**src/rtl/lcd_pkg.sv**
```systemverilog
`default_nettype none
// ============================================================================
// Module      : lcd_pkg
// Description : Shared state encoding, opcode constants and delay helper for
//               the HD44780-style LCD controllers.
// Revision    : 1.0 - initial release
// ============================================================================
package lcd_pkg;

    typedef enum logic [3:0] {
        ST_W15     = 4'd0,
        ST_P3A     = 4'd1,
        ST_W4_1    = 4'd2,
        ST_P3B     = 4'd3,
        ST_W100    = 4'd4,
        ST_P3C     = 4'd5,
        ST_W40A    = 4'd6,
        ST_P2      = 4'd7,
        ST_W40B    = 4'd8,
        ST_CFG_FS  = 4'd9,
        ST_CFG_EM  = 4'd10,
        ST_CFG_DC  = 4'd11,
        ST_CFG_CLR = 4'd12,
        ST_W1_64   = 4'd13,
        ST_DONE    = 4'd14
    } lcd_state_e;

    localparam logic [7:0] c_op_clr   = 8'h01;
    localparam logic [7:0] c_op_entry = 8'h04;
    localparam logic [7:0] c_op_disp  = 8'h08;
    localparam logic [7:0] c_op_fset  = 8'h20;

    // Raw wake-up words already carry RS = RW = 0.
    localparam logic [9:0] c_raw3_4bit = 10'h003;
    localparam logic [9:0] c_raw3_8bit = 10'h030;
    localparam logic [9:0] c_raw2      = 10'h002;

    // Delay in tenths of a microsecond converted to whole clock cycles.
    function automatic longint us_to_cycles(input longint clk_hz, input longint tenth_us);
        return (clk_hz / 10_000) * tenth_us / 1_000;
    endfunction

endpackage
`default_nettype wire

```
**src/rtl/lcd_wait_timer.sv**
```systemverilog
`default_nettype none
// ============================================================================
// Module      : lcd_wait_timer
// Description : Loadable down-counter that holds at zero; expired while zero.
// Revision    : 1.0 - initial release
// ============================================================================
module lcd_wait_timer #(
    parameter int               WIDTH       = 16,
    parameter logic [WIDTH-1:0] RESET_VALUE = '0
) (
    input  logic             clk,
    input  logic             reset,
    input  logic             load,
    input  logic [WIDTH-1:0] value,
    output logic             expired
);

    logic [WIDTH-1:0] r_count;

    always_ff @(posedge clk or negedge reset) begin
        if (!reset) begin
            r_count <= RESET_VALUE;
        end else if (load) begin
            r_count <= value;
        end else if (r_count != '0) begin
            r_count <= r_count - WIDTH'(1);
        end
    end

    assign expired = (r_count == '0);

endmodule
`default_nettype wire

```
**src/rtl/lcd_init_ctrl.sv**
```systemverilog
`default_nettype none
// ============================================================================
// Module      : lcd_init_ctrl
// Description : Power-on wake-up and configuration sequencer for an
//               HD44780-style LCD, with restart support.
// Revision    : 1.0 - initial release
// ============================================================================
module lcd_init_ctrl
    import lcd_pkg::*;
#(
    parameter int CLK_HZ       = 50_000_000,
    parameter int DATA_MODE    = 0,
    parameter int TWO_LINE     = 1,
    parameter int FONT_5X10    = 0,
    parameter int ENTRY_INC    = 1,
    parameter int ENTRY_SHIFT  = 0,
    parameter int CURSOR_ON    = 0,
    parameter int BLINK_ON     = 0,
    parameter int PULSE_CYCLES = 12
) (
    input  logic       clk,
    input  logic       reset,
    input  logic       restart,
    input  logic       instr_done,
    output logic       instr_enable,
    output logic [9:0] instruction,
    output logic       e,
    output logic       init_done,
    output logic       busy
);

    localparam int c_t15   = CLK_HZ / 1000 * 15;
    localparam int c_t4_1  = CLK_HZ / 10000 * 41;
    localparam int c_t100  = CLK_HZ / 10000;
    localparam int c_t40   = CLK_HZ / 100000 * 4;
    localparam int c_t1_64 = CLK_HZ / 100000 * 164;
    localparam int c_cnt_w = (c_t15 > 1) ? $clog2(c_t15) : 1;

    localparam logic [9:0] c_raw3 = (DATA_MODE != 0) ? c_raw3_8bit : c_raw3_4bit;

    localparam logic [7:0] c_fs_byte = c_op_fset
        | ((DATA_MODE != 0) ? 8'h10 : 8'h00)
        | ((TWO_LINE  != 0) ? 8'h08 : 8'h00)
        | ((FONT_5X10 != 0) ? 8'h04 : 8'h00);
    localparam logic [7:0] c_em_byte = c_op_entry
        | ((ENTRY_INC   != 0) ? 8'h02 : 8'h00)
        | ((ENTRY_SHIFT != 0) ? 8'h01 : 8'h00);
    // Display-on always sets the D bit (0x04) on top of the control opcode.
    localparam logic [7:0] c_dc_byte = c_op_disp | 8'h04
        | ((CURSOR_ON != 0) ? 8'h02 : 8'h00)
        | ((BLINK_ON  != 0) ? 8'h01 : 8'h00);

    lcd_state_e         r_state;
    logic               r_e;
    logic [9:0]         r_instruction;
    logic               r_instr_enable;
    logic               r_init_done;
    logic               r_busy;

    lcd_state_e         w_next;
    logic               w_advance;
    logic               w_load;
    logic [c_cnt_w-1:0] w_value;
    logic               w_expired;

    function automatic lcd_state_e f_next(input lcd_state_e s);
        lcd_state_e v;
        case (s)
            ST_W15:     v = ST_P3A;
            ST_P3A:     v = ST_W4_1;
            ST_W4_1:    v = ST_P3B;
            ST_P3B:     v = ST_W100;
            ST_W100:    v = ST_P3C;
            ST_P3C:     v = ST_W40A;
            ST_W40A:    v = (DATA_MODE != 0) ? ST_CFG_FS : ST_P2;
            ST_P2:      v = ST_W40B;
            ST_W40B:    v = ST_CFG_FS;
            ST_CFG_FS:  v = ST_CFG_EM;
            ST_CFG_EM:  v = ST_CFG_DC;
            ST_CFG_DC:  v = ST_CFG_CLR;
            ST_CFG_CLR: v = ST_W1_64;
            ST_W1_64:   v = ST_DONE;
            default:    v = ST_W15;
        endcase
        return v;
    endfunction

    function automatic logic f_is_pulse(input lcd_state_e s);
        return (s == ST_P3A) || (s == ST_P3B) || (s == ST_P3C) || (s == ST_P2);
    endfunction

    function automatic logic f_is_timed(input lcd_state_e s);
        return f_is_pulse(s) || (s == ST_W15) || (s == ST_W4_1) || (s == ST_W100)
            || (s == ST_W40A) || (s == ST_W40B) || (s == ST_W1_64);
    endfunction

    function automatic logic f_is_cfg(input lcd_state_e s);
        return (s == ST_CFG_FS) || (s == ST_CFG_EM) || (s == ST_CFG_DC) || (s == ST_CFG_CLR);
    endfunction

    // Counter preload is N-1 so that a state lasts exactly N cycles.
    function automatic logic [c_cnt_w-1:0] f_duration(input lcd_state_e s);
        logic [c_cnt_w-1:0] v;
        case (s)
            ST_W15:                     v = c_cnt_w'(c_t15 - 1);
            ST_P3A, ST_P3B, ST_P3C,
            ST_P2:                      v = c_cnt_w'(PULSE_CYCLES - 1);
            ST_W4_1:                    v = c_cnt_w'(c_t4_1 - 1);
            ST_W100:                    v = c_cnt_w'(c_t100 - 1);
            ST_W40A, ST_W40B:           v = c_cnt_w'(c_t40 - 1);
            ST_W1_64:                   v = c_cnt_w'(c_t1_64 - 1);
            default:                    v = '0;
        endcase
        return v;
    endfunction

    function automatic logic [9:0] f_word(input lcd_state_e s);
        logic [9:0] v;
        case (s)
            ST_P3A, ST_P3B, ST_P3C: v = c_raw3;
            ST_P2:                  v = c_raw2;
            ST_CFG_FS:              v = {2'b00, c_fs_byte};
            ST_CFG_EM:              v = {2'b00, c_em_byte};
            ST_CFG_DC:              v = {2'b00, c_dc_byte};
            ST_CFG_CLR:             v = {2'b00, c_op_clr};
            default:                v = '0;
        endcase
        return v;
    endfunction

    always_comb begin
        w_next = f_next(r_state);
        if (f_is_timed(r_state)) begin
            w_advance = w_expired;
        end else if (f_is_cfg(r_state)) begin
            w_advance = r_instr_enable && instr_done;
        end else if (r_state == ST_DONE) begin
            w_advance = restart;
        end else begin
            w_advance = 1'b1;
        end
        w_load  = w_advance && f_is_timed(w_next);
        w_value = f_duration(w_next);
    end

    lcd_wait_timer #(
        .WIDTH       (c_cnt_w),
        .RESET_VALUE (c_cnt_w'(c_t15 - 1))
    ) u_timer (
        .clk     (clk),
        .reset   (reset),
        .load    (w_load),
        .value   (w_value),
        .expired (w_expired)
    );

    always_ff @(posedge clk or negedge reset) begin
        if (!reset) begin
            r_state        <= ST_W15;
            r_e            <= 1'b0;
            r_instruction  <= '0;
            r_instr_enable <= 1'b0;
            r_init_done    <= 1'b0;
            r_busy         <= 1'b1;
        end else if (w_advance) begin
            r_state        <= w_next;
            r_e            <= f_is_pulse(w_next);
            r_instruction  <= f_word(w_next);
            r_instr_enable <= 1'b0;
            r_init_done    <= (w_next == ST_DONE);
            r_busy         <= (w_next != ST_DONE);
        end else if (f_is_cfg(r_state)) begin
            // Enable rises one cycle after entry, giving the gap between commands.
            r_instr_enable <= 1'b1;
        end
    end

    assign e            = r_e;
    assign instruction  = r_instruction;
    assign instr_enable = r_instr_enable;
    assign init_done    = r_init_done;
    assign busy         = r_busy;

endmodule
`default_nettype wire

```
**config.mk**
```make
export PLATFORM = sky130hd
export DESIGN_NAME = lcd_init_ctrl
export DESIGN_NICKNAME = d
export VERILOG_FILES = /design/src/rtl/lcd_pkg.sv /design/src/rtl/lcd_wait_timer.sv /design/src/rtl/lcd_init_ctrl.sv
export SDC_FILE = /design/constraint.sdc
export NUM_CORES = 1
export LEC_CHECK = 0
export BUFFER_PORTS_ARGS = -buffer_cell sky130_fd_sc_hd__clkbuf_2
export CAP_MARGIN = 20
export CORE_MARGIN = 5
export CORE_UTILIZATION = 60
export CTS_CLUSTER_DIAMETER = 80
export CTS_CLUSTER_SIZE = 16
export DETAILED_ROUTE_END_ITERATION = 12
export MAX_ROUTING_LAYER = met4
export PLACE_DENSITY_LB_ADDON = 0.25
export REMOVE_ABC_BUFFERS = 1
export SETUP_SLACK_MARGIN = 0.3
export SLEW_MARGIN = 10
export SYNTH_ARGS = -nofsm -noshare
export SYNTH_HDL_FRONTEND = slang
export SYNTH_SLANG_ARGS = --single-unit
```
**constraint.sdc**
```tcl
create_clock -name clk -period 6.3 [get_ports clk]
set_input_delay 0.315 -clock clk [delete_from_list [all_inputs] [get_ports clk]]
set_output_delay 0.315 -clock clk [all_outputs]
set_load 0.005 [all_outputs]
```
==> results of run 1 <==
where the power goes:
group	internal [mW]	leakage, nW	total [mW]	switching, mW
Sequential	0.212	0.344	0.212	0
Combinational	0.000708	0.566	0.00541	0.00470
Clock	0.0762	0.0439	0.159	0.0828
cell families after synthesis:
family / Yosys count / synth area share [%]
AOI/OAI and AO/OA: 63 / 19.5
xor gates and xnor gates: 18 / 6.85
adders and majority gates: 8 / 4.35
buffers and inverters: 20 / 5.38
DFF: 33 / 36.7
muxes: 9 / 4.24
other: 1 / 0.163
and+or+nand+nor: 94 / 22.9
per-stage QoR:
| stage | setup slack, ns | instances |
|---|---|---|
| floorplan | 3.39 | 235 |
| global placement | 3.67 | 296 |
| detailed placement | 3.62 | 296 |
| CTS | 3.62 | 304 |
| global route | 3.38 | 304 |
| finish | 3.59 | 304 |
cell usage after synthesis (3+ instances only):
| cell type | n |
|---|---|
| nand3_1 | 11 |
| xnor2_1 | 10 |
| dfrtp_1 | 19 |
| o31ai_1 | 4 |
| nand4_1 | 4 |
| mux2_2 | 5 |
| inv_1 | 5 |
| a31oi_1 | 6 |
| buf_4 | 6 |
| o21ai_0 | 12 |
| nor2b_1 | 5 |
| nand2b_1 | 6 |
| xor2_1 | 8 |
| clkbuf_1 | 3 |
| dfstp_2 | 14 |
| nor2_1 | 17 |
| nor3_1 | 9 |
| a21oi_1 | 16 |
| ha_1 | 8 |
| buf_2 | 3 |
| nand2_1 | 18 |
| mux2i_1 | 3 |
| o21ai_1 | 3 |
| buf_6 | 3 |
registers in the layout, indices dropped and copies added, names as in the netlist:
name / flops
u_timer.r_count: 20
instruction: 5
r_state: 4
busy: 1
e: 1
init_done: 1
instr_enable: 1
routing by layer:
layer  up-vias  share of wire (%)  global-route usage (%)
li1        908                  -                       -
met1       878                 48                    29.8
met2        47                 46                    30.9
met3        13                4.5                    4.85
met4         0                2.1                    7.10
met5         -                  0                       -
layout by cell type, fill, tap and decap left out, drive strengths merged, types with 2 or more instances in the layout:
cell and n:
nor2b 5, nand2 20, xnor2 10, nand4 4, nor3 9, mux2i 3, ha 8, and4b 2
o211ai 2, nand3 11, or4 2, conb 5, or2 2, mux2 6, a31o 2, a21o 2
nand3b 2, and3 2, o31ai 4, o21ai 16, nor4 4, inv 5, nor2 17, clkbuf 17
and2 2, a31oi 7, nand2b 6, dfrtp 19, a21oi 16, a211o 2, a211oi 2, clkinv 2
dfstp 14, xor2 8
layout make-up:
type / instances / area share, %
Sequential cell: 33 / 34.8
Clock inverter: 3 / 0.722
Timing Repair Buffer: 13 / 2.79
Clock buffer: 5 / 2.84
Multi-Input combinational cell: 197 / 55.6
Inverter: 5 / 0.774
Tap cell: 48 / 2.48
path summary, 6_finish.rpt:
kind	endpoint	startpoint	cells after the start
min in group clk	init_done$_DFFE_PN0N_	init_done$_DFFE_PN0N_	2
setup / recovery	u_timer.r_count[19]$_DFFE_PN1P_	r_state[1]$_DFFE_PN0N_	8
hold / removal	r_state[2]$_DFFE_PN0N_	reset	1
hold reg to reg	init_done$_DFFE_PN0N_	init_done$_DFFE_PN0N_	2
max in group asynchronous	u_timer.r_count[10]$_DFFE_PN0P_	reset	1
setup reg to reg	u_timer.r_count[19]$_DFFE_PN1P_	r_state[1]$_DFFE_PN0N_	8
critical path: stages, from the launching register on:
cell and delay [ns]:
dfrtp_1 0.48, inv_1 0.16, ha_1 0.39, nand2b_1 0.19, nor4bb_1 0.45, o2bb2a_4 0.25
o32a_2 0.39, nand4_1 0.20, o21ai_0 0.13
==> impl_results.md, run 1 <==
- Final #Nets: 267
- Number of synthesized register bits: 33
- Total GRT Usage: 21.4%
- Fin. max-slew vios: 0
- Total CTS buffers: 5
- Area delta synth->final: 5.38%
- Fraction of registers with async set/reset: 100%
- Starting Density: between 60% and 70%
- 1st-pass router iterations: 5
- Clock tree buffer depth: 2
- Final hold slack: 0.0980 ns
- Relative slew slack: 46.8%
- Initial antenna violation count: 0
- Yosys cell types: 60
- CTS tree: done
- Worst slew pin tran: 0.797 ns
- Total number of vias: 1846
- Routed Antenna Nets: 0
- Post-DP Area: 2340 sq um
- Mapped Avg Cell Area: just over 9 sq um
- Vias per cell: 6.07
- Share of cells above drive strength 1: a little under a quarter
- Root buf cell: clkbuf_8
- Worst EP required: 6.51 ns
- Routability Congestion: between 0.8 and 0.9
- Maximum clock rate: roughly 0.37 GHz
- Period utilization: 43.0%
- Outcome: finished clean
- Hold buffers post-CTS: 0
- Hold crit path type: input pin to asynchronous set/reset pin
- Post-synthesis instance area: roughly 2300 sq um
- Setup TNS: 0 ns
- CP startpoint kind: flip-flop
- Main synth FF type: dfrtp_1
- RSZ-0062 raised after global routing: no
- Number of global-route vias before repair: between 1500 and 2000
- Synth Instances: 246
- Final setup viols: 0
- Total power: 377 uW
- Die height: ~72 um
- Power Dens Cells: roughly 160 nW/um^2
- Util after Layout: 65.7%
- Post-CTS Setup Inserts: 0
- Fin area: 2420 sq um
- Largest net degree at the start of global routing: 34
- Reg area: ~840 sq um
- Top post-synthesis cells by area: dfrtp_1 21%, dfstp_2 16%, ha_1 4.4%
- R2R setup slack: 3.59 ns
- Core ar.: about 3700 sq um
- Antenna diode count: 0
- LEAKAGE: 0.954 nW
- Top fanout value on the critical path: 18
- GRT overflow: 0
- Post-synthesis sequential area ratio: approximately 37%
- Residual DRC count: 0
- PortBufs: 12
- Leading area contributor after synthesis: dfrtp_1
- DRT iter0 DRCs: 150
- Peak VDD IR: 0.000129 V
- Skew-Pair Late Insertion Delay: slightly below 0.3 ns
- CTS resizes: 0
- Post-synth EDFFs: 0
- HPWL after DPL: 3600 um
- Final Hold Fails: 0
- First-pass GRT wire length: ~8500 um
- Io pins: 18
- Clock-pin slew of the registers on the worst-case setup and hold paths: 0.07 ns
- Area share of the leading cell type in the synthesized netlist: 20.7%
- Multi-input gate area: 1350 sq um
- Routed len/inst: between 15 and 20 um
- Fin crit period: about 2.7 ns
- Worst EP arrival: just under 3 ns
- Drt total wl: approximately 5000 um
- Die width: approximately 72 um
- Setup Skew: 0.00242 ns
- Max Cap Viol: 0
- Die ar.: ~5200 sq um
- H-tree depth: 2
- Setup CP Type: flip-flop to flip-flop
- Clk sinks: 33
- Site Rows: 22
- Critical Path Sink Type: flip-flop
- Layout fillers: 317
- YS warnings: 0
Power figures use the tool's default switching activity.
==> inputs of run 2 (changes only) <==
==> constraint.sdc (replaced) <==
create_clock -name clk -period 2.84 [get_ports clk]
set_input_delay 0.142 -clock clk [delete_from_list [all_inputs] [get_ports clk]]
set_output_delay 0.142 -clock clk [all_outputs]
set_load 0.005 [all_outputs]
==> impl_results.md, run 2 (synthesis results as in run 1) <==
- Power Dens Cells: 361 nW/um^2
- CTS tree: done
- Outcome: finished clean
- Layout Cells excl Fill: 316
- Sw Ratio: about a fifth
- Antenna diode count: 0
- Total power: 942 uW
- Site Rows: 22
- Io pins: 18
- Relative slew slack: 48.0%
- Placed Cells incl. Taps: 306
- PortBufs: 12
- Area delta synth->final: 13.3%
- Die height: 71.9 um
- Final Hold Fails: 0
- Largest net degree at the start of global routing: 34
- Critical Path Sink Type: flip-flop
- Initial antenna violation count: 0
- Routability Congestion: 0.948
- Final setup viols: 0
- Max reg flops: 20
- Skew-Pair Late Insertion Delay: 0.29 ns
- RSZ-0062 raised after global routing: yes
- Die ar.: a little over 5000 sq um
- Clock tree buffer depth: 2
- Crit-path cells: inv_1 > ha_1 > or4_4 > nor4bb_4 > o2bb2a_4 > nor2_4 > buf_12 > mux2_2
- Peak VDD IR: 0.000408 V
- Sequential Power Share: ~50%
- Commonest cells after routing, fill and taps aside: 18 x nand2_1, 17 x dfrtp_1, 16 x nor2_1, 16 x a21oi_1, 14 x dfstp_2
- Worst EP arrival: 2.62 ns
- Internal: 759 uW
- Slowest cell delay on critical path: 0.54 ns
- HPWL after DPL: 3850 um
- Starting Density: 62.4%
- Fin crit period: 2.46 ns
- Max Cap Viol: 0
- Final #Nets: 279
- Worst slew pin tran: just under 0.8 ns
- 1st-pass router iterations: 4
- Period utilization: a little under 90%
- Top fanout value on the critical path: 20
- Worst EP required: 3.01 ns
- Clk sinks: 33
- DRT iter0 DRCs: 134
- Vias per cell: a little under 6
- Fin. max-slew vios: 0
- Routed Antenna Nets: 0
- Clock share of power: between 40% and 50%
- First-pass GRT wire length: 8840 um
- CP max-delay cell: or4_4
- Total GRT Usage: 22.5%
- CP startpoint kind: flip-flop
- Combinational share of power: 1.4%
- Setup CP Type: flip-flop to flip-flop
- Maximum clock rate: approximately 0.41 GHz
- Total number of vias: 1877
- Hold crit path type: input pin to asynchronous set/reset pin
- Root buf cell: clkbuf_8
- NetSw: 182 uW
- Residual DRC count: 0
- GRT overflow: 0
- Die width: 71.9 um
- Number of global-route vias before repair: roughly 1800
- Largest reg by FF count: u_timer.r_count
- Share of cells above drive strength 1: 28.0%
- H-tree depth: 2
- Core ar.: 3690 sq um
- Setup Skew: 0.0101 ns
- Clock-pin slew of the registers on the worst-case setup and hold paths: roughly 0.060 ns
- Routed len/inst: 16.4 um
- Drt total wl: slightly above 5000 um
- LEAKAGE: 1.11 nW
- Total CTS buffers: 5
- R2R setup slack: 0.38 ns
- Commonest non-fill, non-tap cell in the layout: nand2_1
run 2: changes by cell type in the layout (fill, tap and decap cells not counted), moves of 2 or more:
| cell | before | now |
|---|---|---|
| buf_4 | 1 | 11 |
| clkinv_2 | 2 | 0 |
| dfrtp_1 | 19 | 17 |
| dfrtp_2 | 0 | 2 |
| ha_1 | 8 | 6 |
| ha_2 | 0 | 2 |
run 2: path summary, 6_finish.rpt:
| check | endpoint | from | cells after the start |
|---|---|---|---|
| max | r_state[2]$_DFFE_PN0N_ | r_state[0]$_DFFE_PN0N_ | 8 |
| min | e$_DFFE_PN0N_ | reset | 2 |
| max reg2reg | r_state[2]$_DFFE_PN0N_ | r_state[0]$_DFFE_PN0N_ | 8 |
| min reg2reg | instruction[1]$_DFFE_PN0N_ | instruction[1]$_DFFE_PN0N_ | 1 |
| max in group asynchronous | r_state[0]$_DFFE_PN0N_ | reset | 2 |
| min in group clk | instruction[1]$_DFFE_PN0N_ | instruction[1]$_DFFE_PN0N_ | 1 |
run 2: stage by stage:
| stage | setup TNS, ns | area (sq um) | hold WS [ns] | utilization, % | setup WS [ns] |
|---|---|---|---|---|---|
| 2_1_floorplan | -0.208 | 2210 | -0.154 | - | -0.0691 |
| 3_3_place_gp | 0 | 2430 | 0.250 | 65.8 | 0.270 |
| 3_5_place_dp | 0 | 2430 | 0.253 | 65.8 | 0.199 |
| 4_1_cts | 0 | 2580 | 0.493 | 70.0 | 0.331 |
| 5_1_grt | 0 | 2610 | 0.517 | 70.7 | 0.283 |
| 6_report | 0 | 2610 | 0.462 | 70.7 | 0.384 |
run 2: power groups by stage:
stage               registers (mW)  clock network (mW)  logic (mW)
detailed placement           0.479                   0      0.0123
floorplan                    0.479                   0     0.00160
CTS                          0.471               0.457      0.0134
finish                       0.471               0.458      0.0130
global route                 0.471               0.490      0.0157
global placement             0.479                   0      0.0123
run 2: what timing repair did:
action                                  in CTS  in global routing
endpoints found under the setup margin      13                 12
endpoints found under the hold margin       19                  0
pin swaps                                    0                  1
hold buffers                                 1                  0
buffers inserted                             1                  0
resized for setup                            5                  5
run 2: layer usage:
layer | GRT usage, % | routed length [um] | part of all wire [%] | vias to the layer above
met2 | 32.3 | 2450 | 47 | 52
met4 | 8.77 | 106 | 2.1 | 0
li1 | - | - | - | 929
met1 | 31.1 | 2340 | 45 | 884
met3 | 4.85 | 270 | 5.2 | 12
met5 | - | 0 | 0 | -
run 2: critical path, delay by kind of cell (launching register included):
family,cells,cell delay (ns)
AND/OR/NAND/NOR,3,0.86
flip-flops,1,0.40
buffers and inverters,2,0.25
adder cells (fa/ha/maj),1,0.23
AO/OA/AOI/OAI,1,0.26
multiplexers,1,0.34
run 2: area by class of cell:
class | count | area (sq um)
fill | 316 | 1080
tap | 48 | 60.1
multi-input combinational | 197 | 1390
clock inverter | 1 | 30.0
timing repair buffer | 25 | 173
inverter | 5 | 18.8
clock buffer | 7 | 86.3
sequential | 33 | 846
